`src/rtl/serial_addsub_pkg.sv`:
```
`default_nettype none
// ============================================================================
// Module   : serial_addsub_pkg
// Purpose  : Shared definitions for the digit-serial adder/subtractor.
//            Holds the state encoding and helpers that derive the digit count
//            and the digit-counter width from WIDTH/DIGIT.
// Ports    : none (package)
// Revision : 1.0 - initial release
// ============================================================================
package serial_addsub_pkg;

  // Controller state encoding
  localparam logic [1:0] c_IDLE = 2'd0;
  localparam logic [1:0] c_RUN  = 2'd1;
  localparam logic [1:0] c_DONE = 2'd2;

  // Number of DIGIT-bit slices needed to cover WIDTH bits
  function automatic int num_digits(input int width, input int digit);
    return width / digit;
  endfunction

  // Digit counter width; never narrower than one bit so N=1 still elaborates
  function automatic int cnt_width(input int n);
    return (n > 1) ? $clog2(n) : 1;
  endfunction

endpackage
`default_nettype wire

```
`src/rtl/serial_addsub_digit_adder.sv`:
```
`default_nettype none
// ============================================================================
// Module   : digit_adder
// Purpose  : Combinational DIGIT-bit ripple chain of full adders.
// Ports    : a, b      - DIGIT-bit operands
//            cin       - carry into bit 0
//            s         - DIGIT-bit sum
//            cout      - carry out of the top bit
//            c_msb_in  - carry into the top bit (signed-overflow detection)
// Revision : 1.0 - initial release
// ============================================================================
module digit_adder #(
  parameter int DIGIT = 4
) (
  input  logic [DIGIT-1:0] a,
  input  logic [DIGIT-1:0] b,
  input  logic             cin,
  output logic [DIGIT-1:0] s,
  output logic             cout,
  output logic             c_msb_in
);

  // w_c[i] is the carry into bit i; w_c[DIGIT] leaves the slice
  logic [DIGIT:0] w_c;

  assign w_c[0] = cin;

  for (genvar i = 0; i < DIGIT; i++) begin : g_bit
    assign s[i]     = a[i] ^ b[i] ^ w_c[i];
    assign w_c[i+1] = (a[i] & b[i]) | (w_c[i] & (a[i] ^ b[i]));
  end

  assign cout     = w_c[DIGIT];
  assign c_msb_in = w_c[DIGIT-1];

endmodule
`default_nettype wire

```
`src/rtl/serial_addsub.sv`:
```
`default_nettype none
// ============================================================================
// Module   : serial_addsub
// Purpose  : Digit-serial adder/subtractor. One DIGIT-bit ripple slice and a
//            registered carry process the operands LSB digit first over
//            WIDTH/DIGIT clocks, with a start/busy/done handshake.
// Ports    : clk, rst_n      - clock, asynchronous active-low reset
//            start           - request, sampled only while not busy
//            sub             - 0: a+b+cin, 1: a-b-cin
//            a, b, cin       - operands, sampled with an accepted start
//            busy            - high while the operation runs
//            done            - one-cycle pulse when a new result is valid
//            sum, cout, ovf  - result, carry (no-borrow for sub), overflow
// Revision : 1.0 - initial release
// ============================================================================
module serial_addsub
  import serial_addsub_pkg::*;
#(
  parameter int WIDTH = 16,
  parameter int DIGIT = 4
) (
  input  logic             clk,
  input  logic             rst_n,
  input  logic             start,
  input  logic             sub,
  input  logic [WIDTH-1:0] a,
  input  logic [WIDTH-1:0] b,
  input  logic             cin,
  output logic             busy,
  output logic             done,
  output logic [WIDTH-1:0] sum,
  output logic             cout,
  output logic             ovf
);

  localparam int c_NUM_DIGITS = num_digits(WIDTH, DIGIT);
  localparam int c_CNT_W      = cnt_width(c_NUM_DIGITS);

  logic [1:0]         r_state;
  logic [1:0]         w_state_nxt;
  logic [WIDTH-1:0]   r_op_a;
  logic [WIDTH-1:0]   r_op_b;
  logic [WIDTH-1:0]   r_psum;
  logic               r_carry;
  logic [c_CNT_W-1:0] r_cnt;
  logic [WIDTH-1:0]   r_sum;
  logic               r_cout;
  logic               r_ovf;

  logic [DIGIT-1:0]   w_slice_s;
  logic               w_slice_cout;
  logic               w_slice_c_msb;
  logic [WIDTH-1:0]   w_psum_nxt;
  logic               w_accept;
  logic               w_last;

  digit_adder #(
    .DIGIT (DIGIT)
  ) u_digit_adder (
    .a        (r_op_a[DIGIT-1:0]),
    .b        (r_op_b[DIGIT-1:0]),
    .cin      (r_carry),
    .s        (w_slice_s),
    .cout     (w_slice_cout),
    .c_msb_in (w_slice_c_msb)
  );

  // A start is taken in IDLE and also in DONE, which allows back-to-back ops
  assign w_accept = start && ((r_state == c_IDLE) || (r_state == c_DONE));
  assign w_last   = (r_state == c_RUN) && (r_cnt == c_CNT_W'(c_NUM_DIGITS - 1));

  // New slice sum enters at the top; after N shifts the LSB digit sits at bit 0
  assign w_psum_nxt = (r_psum >> DIGIT) | (WIDTH'(w_slice_s) << (WIDTH - DIGIT));

  // State register
  always_ff @(posedge clk or negedge rst_n) begin
    if (!rst_n) begin
      r_state <= c_IDLE;
    end else begin
      r_state <= w_state_nxt;
    end
  end

  // Next-state logic
  always_comb begin
    w_state_nxt = r_state;
    case (r_state)
      c_IDLE:  w_state_nxt = start  ? c_RUN  : c_IDLE;
      c_RUN:   w_state_nxt = w_last ? c_DONE : c_RUN;
      c_DONE:  w_state_nxt = start  ? c_RUN  : c_IDLE;
      default: w_state_nxt = c_IDLE;
    endcase
  end

  // Output logic
  always_comb begin
    busy = (r_state == c_RUN);
    done = (r_state == c_DONE);
  end

  // Datapath
  always_ff @(posedge clk or negedge rst_n) begin
    if (!rst_n) begin
      r_op_a  <= '0;
      r_op_b  <= '0;
      r_psum  <= '0;
      r_carry <= 1'b0;
      r_cnt   <= '0;
      r_sum   <= '0;
      r_cout  <= 1'b0;
      r_ovf   <= 1'b0;
    end else if (w_accept) begin
      // Subtraction is a + ~b + ~cin: invert B and the borrow-in once here
      r_op_a  <= a;
      r_op_b  <= sub ? ~b : b;
      r_carry <= sub ? ~cin : cin;
      r_cnt   <= '0;
    end else if (r_state == c_RUN) begin
      r_op_a  <= r_op_a >> DIGIT;
      r_op_b  <= r_op_b >> DIGIT;
      r_psum  <= w_psum_nxt;
      r_carry <= w_slice_cout;
      r_cnt   <= r_cnt + 1'b1;
      if (w_last) begin
        // Results are published only on the final digit so they stay stable
        // for the whole run
        r_sum  <= w_psum_nxt;
        r_cout <= w_slice_cout;
        r_ovf  <= w_slice_c_msb ^ w_slice_cout;
      end
    end
  end

  assign sum  = r_sum;
  assign cout = r_cout;
  assign ovf  = r_ovf;

endmodule
`default_nettype wire

```
`config.mk`:
```
export PLATFORM = sky130hd
export DESIGN_NAME = serial_addsub
export DESIGN_NICKNAME = d
export VERILOG_FILES = /design/src/rtl/serial_addsub_pkg.sv /design/src/rtl/serial_addsub_digit_adder.sv /design/src/rtl/serial_addsub.sv
export SDC_FILE = /design/constraint.sdc
export NUM_CORES = 1
export LEC_CHECK = 0
export CELL_PAD_IN_SITES_DETAIL_PLACEMENT = 1
export CELL_PAD_IN_SITES_GLOBAL_PLACEMENT = 2
export CORE_MARGIN = 2
export CORE_UTILIZATION = 32
export CTS_BUF_LIST = sky130_fd_sc_hd__clkbuf_16
export DETAILED_ROUTE_END_ITERATION = 16
export GPL_TIMING_DRIVEN = 0
export HOLD_SLACK_MARGIN = 0.02
export PLACE_DENSITY = 0.8
export SLEW_MARGIN = 10
export SYNTH_ARGS = -nofsm -noshare
export SYNTH_HDL_FRONTEND = slang
export SYNTH_SLANG_ARGS = --single-unit
```
`constraint.sdc`:
```
create_clock -name clk -period 2.4 [get_ports clk]
set_input_delay 0.36 -clock clk [delete_from_list [all_inputs] [get_ports clk]]
set_output_delay 0.36 -clock clk [all_outputs]
set_load 0.005 [all_outputs]
```
==> run_results.csv <==
group,metric,value,unit
synthesis,seq_area_frac_synth,56.2,%
clock_network,htreeDepth,3,
final_layout,stdcell_count,478,
global_route,grt_usage,16.0,%
routing,drcViolationCount,0,
placement,io_buffer_count,55,
worst_setup_path,worst_ep_required_time,2.64,ns
power_and_ir_drop,leakagePower,0.00184,uW
synthesis,yosysMostFrequentCell,"nand2_1",
routing,ant_nets,0,
synthesis,syn_nets,336,
sta,period_share,94.2,%
synthesis,synth_common_cells,"86 x nand2_1, 67 x dfrtp_1, 21 x nor2_1, 20 x a31oi_1, 17 x xor2_1",
global_route,antenna_found_initial,0,
power_and_ir_drop,power_density,1400,mW/mm^2
sta,fin_crit,2.26,ns
synthesis,yosysWarnings,0,
final_layout,finalInstanceArea,0.00404,mm^2
die,fp.coreArea,0.00915,mm^2
synthesis,ys_types,27,
synthesis,synthCells,294,
run,max-cap-violations,0,
routing,vias,2283,
clock_network,cts_tree,"built",
global_route,grt_pass1_vias,2372,
sta,finalSetupTns,0,ns
synthesis,ys_ff_latch,67,
routing,wl_per_cell,14.9,um
sta,setup_violations,0,
min_path,hp-class,"primary input to async pin",
die,ios,57,
power_and_ir_drop,vdd.ir_drop.worst,0.000511,V
die,dieArea,0.0101,mm^2
final_layout,fillers,1026,
die,rows,35,
final_layout,finalNetCount,404,
synthesis,ys.flop_type,"dfrtp_1",
die,die_w,101,um
sta,drv_slew,0,
worst_setup_path,crit_path_start,"r_op_a[0]",
synthesis,synth_top_cell_area_share,56.2,%
die,die_h,101,um
power_and_ir_drop,finalPower,5650,uW
clock_network,cts_root_buffer,"clkbuf_16",
placement,post-dp-hpwl,5050,um
worst_setup_path,crit_fanout,2,
worst_setup_path,path_class,"flop to flop",
synthesis,synthTopCellsByArea,"dfrtp_1 56%, nand2_1 11%, mux2_2 5.3%, xor2_1 5.0%, a31oi_1 4.2%",
clock_network,clock_sinks,67,
final_layout,antennaDiodeCount,0,
placement,dpl_cell_area,0.00370,mm^2
sta,finalClockSkew,0.00435,ns
die,initial_core_util,32.6,%
clock_network,path_clk_slew,0.06,ns
worst_setup_path,r2r_start,"r_op_a[0]",
clock_network,ctsLongestPathBuffers,2,
synthesis,synth_edf_count,0,
synthesis,syn_area_per_cell,10.2,um^2
global_route,grt_pass1_wl,12200,um
global_route,grt_max_degree,57,
sta,max_freq,442,MHz
sta,relSlewSlack,67.0,%
synthesis,ys_async_sr_fraction,100,%
global_route,overflow,0,
status,status,"completed",
routing,drt_wl_total,7130,um
sta,rsz0062_at_grt,"false",
routing,drt_iter0_markers,66,
clock_network,clk_latency,0.33,ns
clock_network,cts_made_buffers,9,
worst_setup_path,start_kind,"flop",
final_layout,fin_util,44.1,%
synthesis,synth_largest_area_cell,"dfrtp_1",
placement,gp_congestion,0.730,
routing,drt-vias-per-instance,4.78,
routing,drtPass1Iterations,4,
worst_setup_path,end_kind,"flop",
final_layout,area_growth,35.3,%
final_layout,drive_gt1_share,15.0,%
synthesis,netlist_area,0.00298,mm^2
sta,finalHoldViolCount,0,
sta,tightestPinTransition,0.496,ns
worst_setup_path,cp.arrival,2.50,ns
placement,dp_cells,461,
-- cell usage in the layout, fill, tap and decap left out, types with 2 or more instances in the layout --
cell             count
fa_2                 3
a22o_1               5
clkdlybuf4s50_1     54
a21oi_1              5
mux2_2              14
a22oi_1              2
nand2_1             86
a31oi_1             20
o21ai_0              7
nor2b_1              2
clkinv_2             3
bufinv_16            2
buf_4                7
dfrtp_1             67
clkinv_4             2
inv_1                8
a221o_1              2
xor2_1              17
nor3_1               2
nand3_1              3
nand2b_1             2
buf_2               11
clkbuf_16            9
nor2_1              21
clkbuf_1             2
-- worst max-delay path, cell delays in order (launching register included) --
cell	delay, ns
dfrtp_1	0.41
fa_2	0.40
inv_1	0.09
fa_1	0.16
inv_1	0.05
fa_2	0.34
inv_1	0.09
fa_2	0.46
o21ai_0	0.18
-- where the power goes --
group          internal, uW  switching (uW)
Clock                   906             493
Sequential             1680             314
Combinational          1100            1160
Total                  3680            1970
-- per-stage QoR --
step / hold WS (ns) / setup WS [ns]
after CTS: 0.412 / 0.0132
after detailed placement: 0.223 / 0.0556
final: 0.419 / 0.139
after global routing: 0.425 / 0.00994
after global placement: 0.457 / -1.34
after floorplan: 0.0644 / 0.271
-- logic make-up after synthesis --
group	synth area share (%)
flip-flops	56.2
buffers and inverters	5.12
multiplexers	5.28
adder cells (fa/ha/maj)	3.10
XOR/XNOR	5.28
AO/OA/AOI/OAI	9.27
AND/OR/NAND/NOR	15.8
-- flip-flops by register name (all words and copies together) (netlist names), 2 cells and up --
name     cells
r_psum      12
r_state      2
r_cnt        2
r_op_a      16
sum         16
r_op_b      16
-- layout make-up --
class | instances | area, um^2 | share of cell area, %
Timing Repair Buffer | 58 | 593 | 14.7
Multi-Input combinational cell | 198 | 1160 | 28.8
Buffer | 19 | 111 | 2.76
Tap cell | 111 | 139 | 3.44
Sequential cell | 67 | 1680 | 41.5
Inverter | 9 | 36.3 | 0.899
Clock buffer | 9 | 225 | 5.58
Clock inverter | 7 | 92.6 | 2.29
-- repair_timing --
item	CTS	global route
endpoints found under the hold margin	11	0
gates resized for setup	0	4
buffers inserted	0	1
hold buffers	1	0
endpoints found under the setup margin	0	5
-- path summary, 6_finish.rpt --
| path | slack (ns) | end | cells after the start |
|---|---|---|---|
| worst max register to register | 0.14 | sum[15] | 8 |
| min in group clk | 0.45 | r_op_b[2] | 4 |
| max in group asynchronous | 1.45 | r_op_b[5] | 3 |
| worst min register to register | 0.47 | r_psum[5] | 2 |
| worst min-delay path | 0.42 | sum[2] | 2 |
| worst max-delay path | 0.14 | sum[15] | 8 |
-- per-layer routing --
layer / routed length [um] / track usage (%) / vias up
met2: 3190 / 25.3 / 70
met3: 383 / 3.88 / 8
met1: 3460 / 21.1 / 1100
met5: 0 / 0 / -
li1: - / - / 1105
met4: 106 / 6.64 / 0
Note: power is estimated with default switching activity, not from simulation.
==> edit, RTL diff (same flow settings) <==
Add an input register stage for `start`, `sub`, `a`, `b` and `cin`, cleared by the reset; this delays them by one clock. Comments in the files are not updated.
--- a/src/rtl/serial_addsub.sv
+++ b/src/rtl/serial_addsub.sv
@@ -38,2 +38,24 @@
 
+  logic start_q;
+  logic sub_q;
+  logic [WIDTH-1:0] a_q;
+  logic [WIDTH-1:0] b_q;
+  logic cin_q;
+
+  always_ff @(posedge clk or negedge rst_n) begin
+    if (!rst_n) begin
+      start_q <= '0;
+      sub_q   <= '0;
+      a_q     <= '0;
+      b_q     <= '0;
+      cin_q   <= '0;
+    end else begin
+      start_q <= start;
+      sub_q   <= sub;
+      a_q     <= a;
+      b_q     <= b;
+      cin_q   <= cin;
+    end
+  end
+
   logic [1:0]         r_state;
@@ -68,3 +90,3 @@
   // A start is taken in IDLE and also in DONE, which allows back-to-back ops
-  assign w_accept = start && ((r_state == c_IDLE) || (r_state == c_DONE));
+  assign w_accept = start_q && ((r_state == c_IDLE) || (r_state == c_DONE));
   assign w_last   = (r_state == c_RUN) && (r_cnt == c_CNT_W'(c_NUM_DIGITS - 1));
@@ -87,5 +109,5 @@
     case (r_state)
-      c_IDLE:  w_state_nxt = start  ? c_RUN  : c_IDLE;
+      c_IDLE:  w_state_nxt = start_q ? c_RUN  : c_IDLE;
       c_RUN:   w_state_nxt = w_last ? c_DONE : c_RUN;
-      c_DONE:  w_state_nxt = start  ? c_RUN  : c_IDLE;
+      c_DONE:  w_state_nxt = start_q ? c_RUN  : c_IDLE;
       default: w_state_nxt = c_IDLE;
@@ -113,5 +135,5 @@
       // Subtraction is a + ~b + ~cin: invert B and the borrow-in once here
-      r_op_a  <= a;
-      r_op_b  <= sub ? ~b : b;
-      r_carry <= sub ? ~cin : cin;
+      r_op_a  <= a_q;
+      r_op_b  <= sub_q ? ~b_q : b_q;
+      r_carry <= sub_q ? ~cin_q : cin_q;
       r_cnt   <= '0;
Formal check against the unedited RTL: not equivalent (a bounded check fails within 4 cycles, from zero or initial values and one cycle with rst_n low).
==> edit against the original RTL <==
Power up 11%; setup slack better by 45 ps; sequential cell count grew 35; synthesized cell count grew 9.2%; hold slack worse by 350 ps; non-clock buffer count grew 1; cell area up 21%; maximum frequency is 2.0% higher; sequential power increased by 32%; wire length increased by 12%; synthesized area up 29%; critical endpoint is now r_carry$_DFFE_PN0P_; highest routed layer unchanged.
==> edit: results (changes against the original RTL) <==
Status = finished clean
Total length of routed wires = 7980 um (+12%)
Wire length on met2 = 3950 um (+24%)
GRT met2 Usage = 23.4% (-1.9 points)
Adder-cell share of the synthesized area = 2.41% (-0.69 points)
Switching portion of total power = 34.3% (-0.50 points)
CP max stage cell = sky130_fd_sc_hd__dfrtp_1
Mux share of post-synthesis cell area = 4.11% (-1.2 points)
Hpwl dp = 5770 um (+14%)
Internal power of the cells = 4.11 mW (+11%)
DRC violation total after the first TritonRoute iteration = 136 (+110%)
Via Count = 2494 (+9.2%)
Worst hold-check slack = 66.8 ps (-353 ps)
Setup crit end = r_carry$_DFFE_PN0P_
Worst Setup Slack post-DPL = 125 ps (+69.7 ps)
Total global routing track utilization = 13.5% (-2.5 points)
Met3 wire len = 319 um (-17%)
Worst R2R Setup Slack = 180 ps (+40 ps)
Routability-driven placement congestion ratio = 0.719 (-1.4%)
Flop pwr share = 42.1% (+6.9 points)
Global-route wire length before repair = 13400 um (+9.1%)
Synth Area in Compound Gates = 7.57% (-1.7 points)
Via count of the first global-routing pass = 2678 (+13%)
Met1 GRT Util = 16.7% (-4.4 points)
Path depth of the worst reg2reg path = 10 (+2)
Per-instance average area after synthesis = 12.0 um^2 (+18%)
Post-synthesis sequential area ratio = 66.5% (+10 points)
Placed Instance Area = 0.00460 mm^2 (+24%)
Max IR drop VDD = 0.420 mV (-18%)
WP data arrival = 2430 ps (-70 ps)
Per-cell via count in the routed design = 4.64 (-2.8%)
Fraction of layout cells with a size suffix above 1 = 14.5% (-0.52 points)
==> edit: changes by cell type after synthesis, moves of 3 or more <==
| cell | change |
|---|---|
| sky130_fd_sc_hd__nand2_1 | -9 |
| sky130_fd_sc_hd__a22o_1 | +4 |
| sky130_fd_sc_hd__buf_4 | -4 |
| sky130_fd_sc_hd__dfrtp_1 | +35 |
| sky130_fd_sc_hd__a21oi_1 | -4 |
| sky130_fd_sc_hd__buf_2 | +3 |
==> edit: final cells by class <==
cell class / count / area [um^2]
Buffer: 19 / 108
Clock inverter: 6 / 55.1
Fill cell: 1242 / 6660
Multi-Input combinational cell: 190 / 1150
Sequential cell: 102 / 2550
Timing Repair Buffer: 59 / 601
Tap cell: 143 / 179
Clock buffer: 9 / 225
Inverter: 9 / 33.8
==> edit: what timing repair did <==
item	in CTS	in global routing
buffers inserted	0	2
pin swaps	0	3
gates cloned	0	0
setup endpoints to repair	1	3
gates resized for setup	0	5
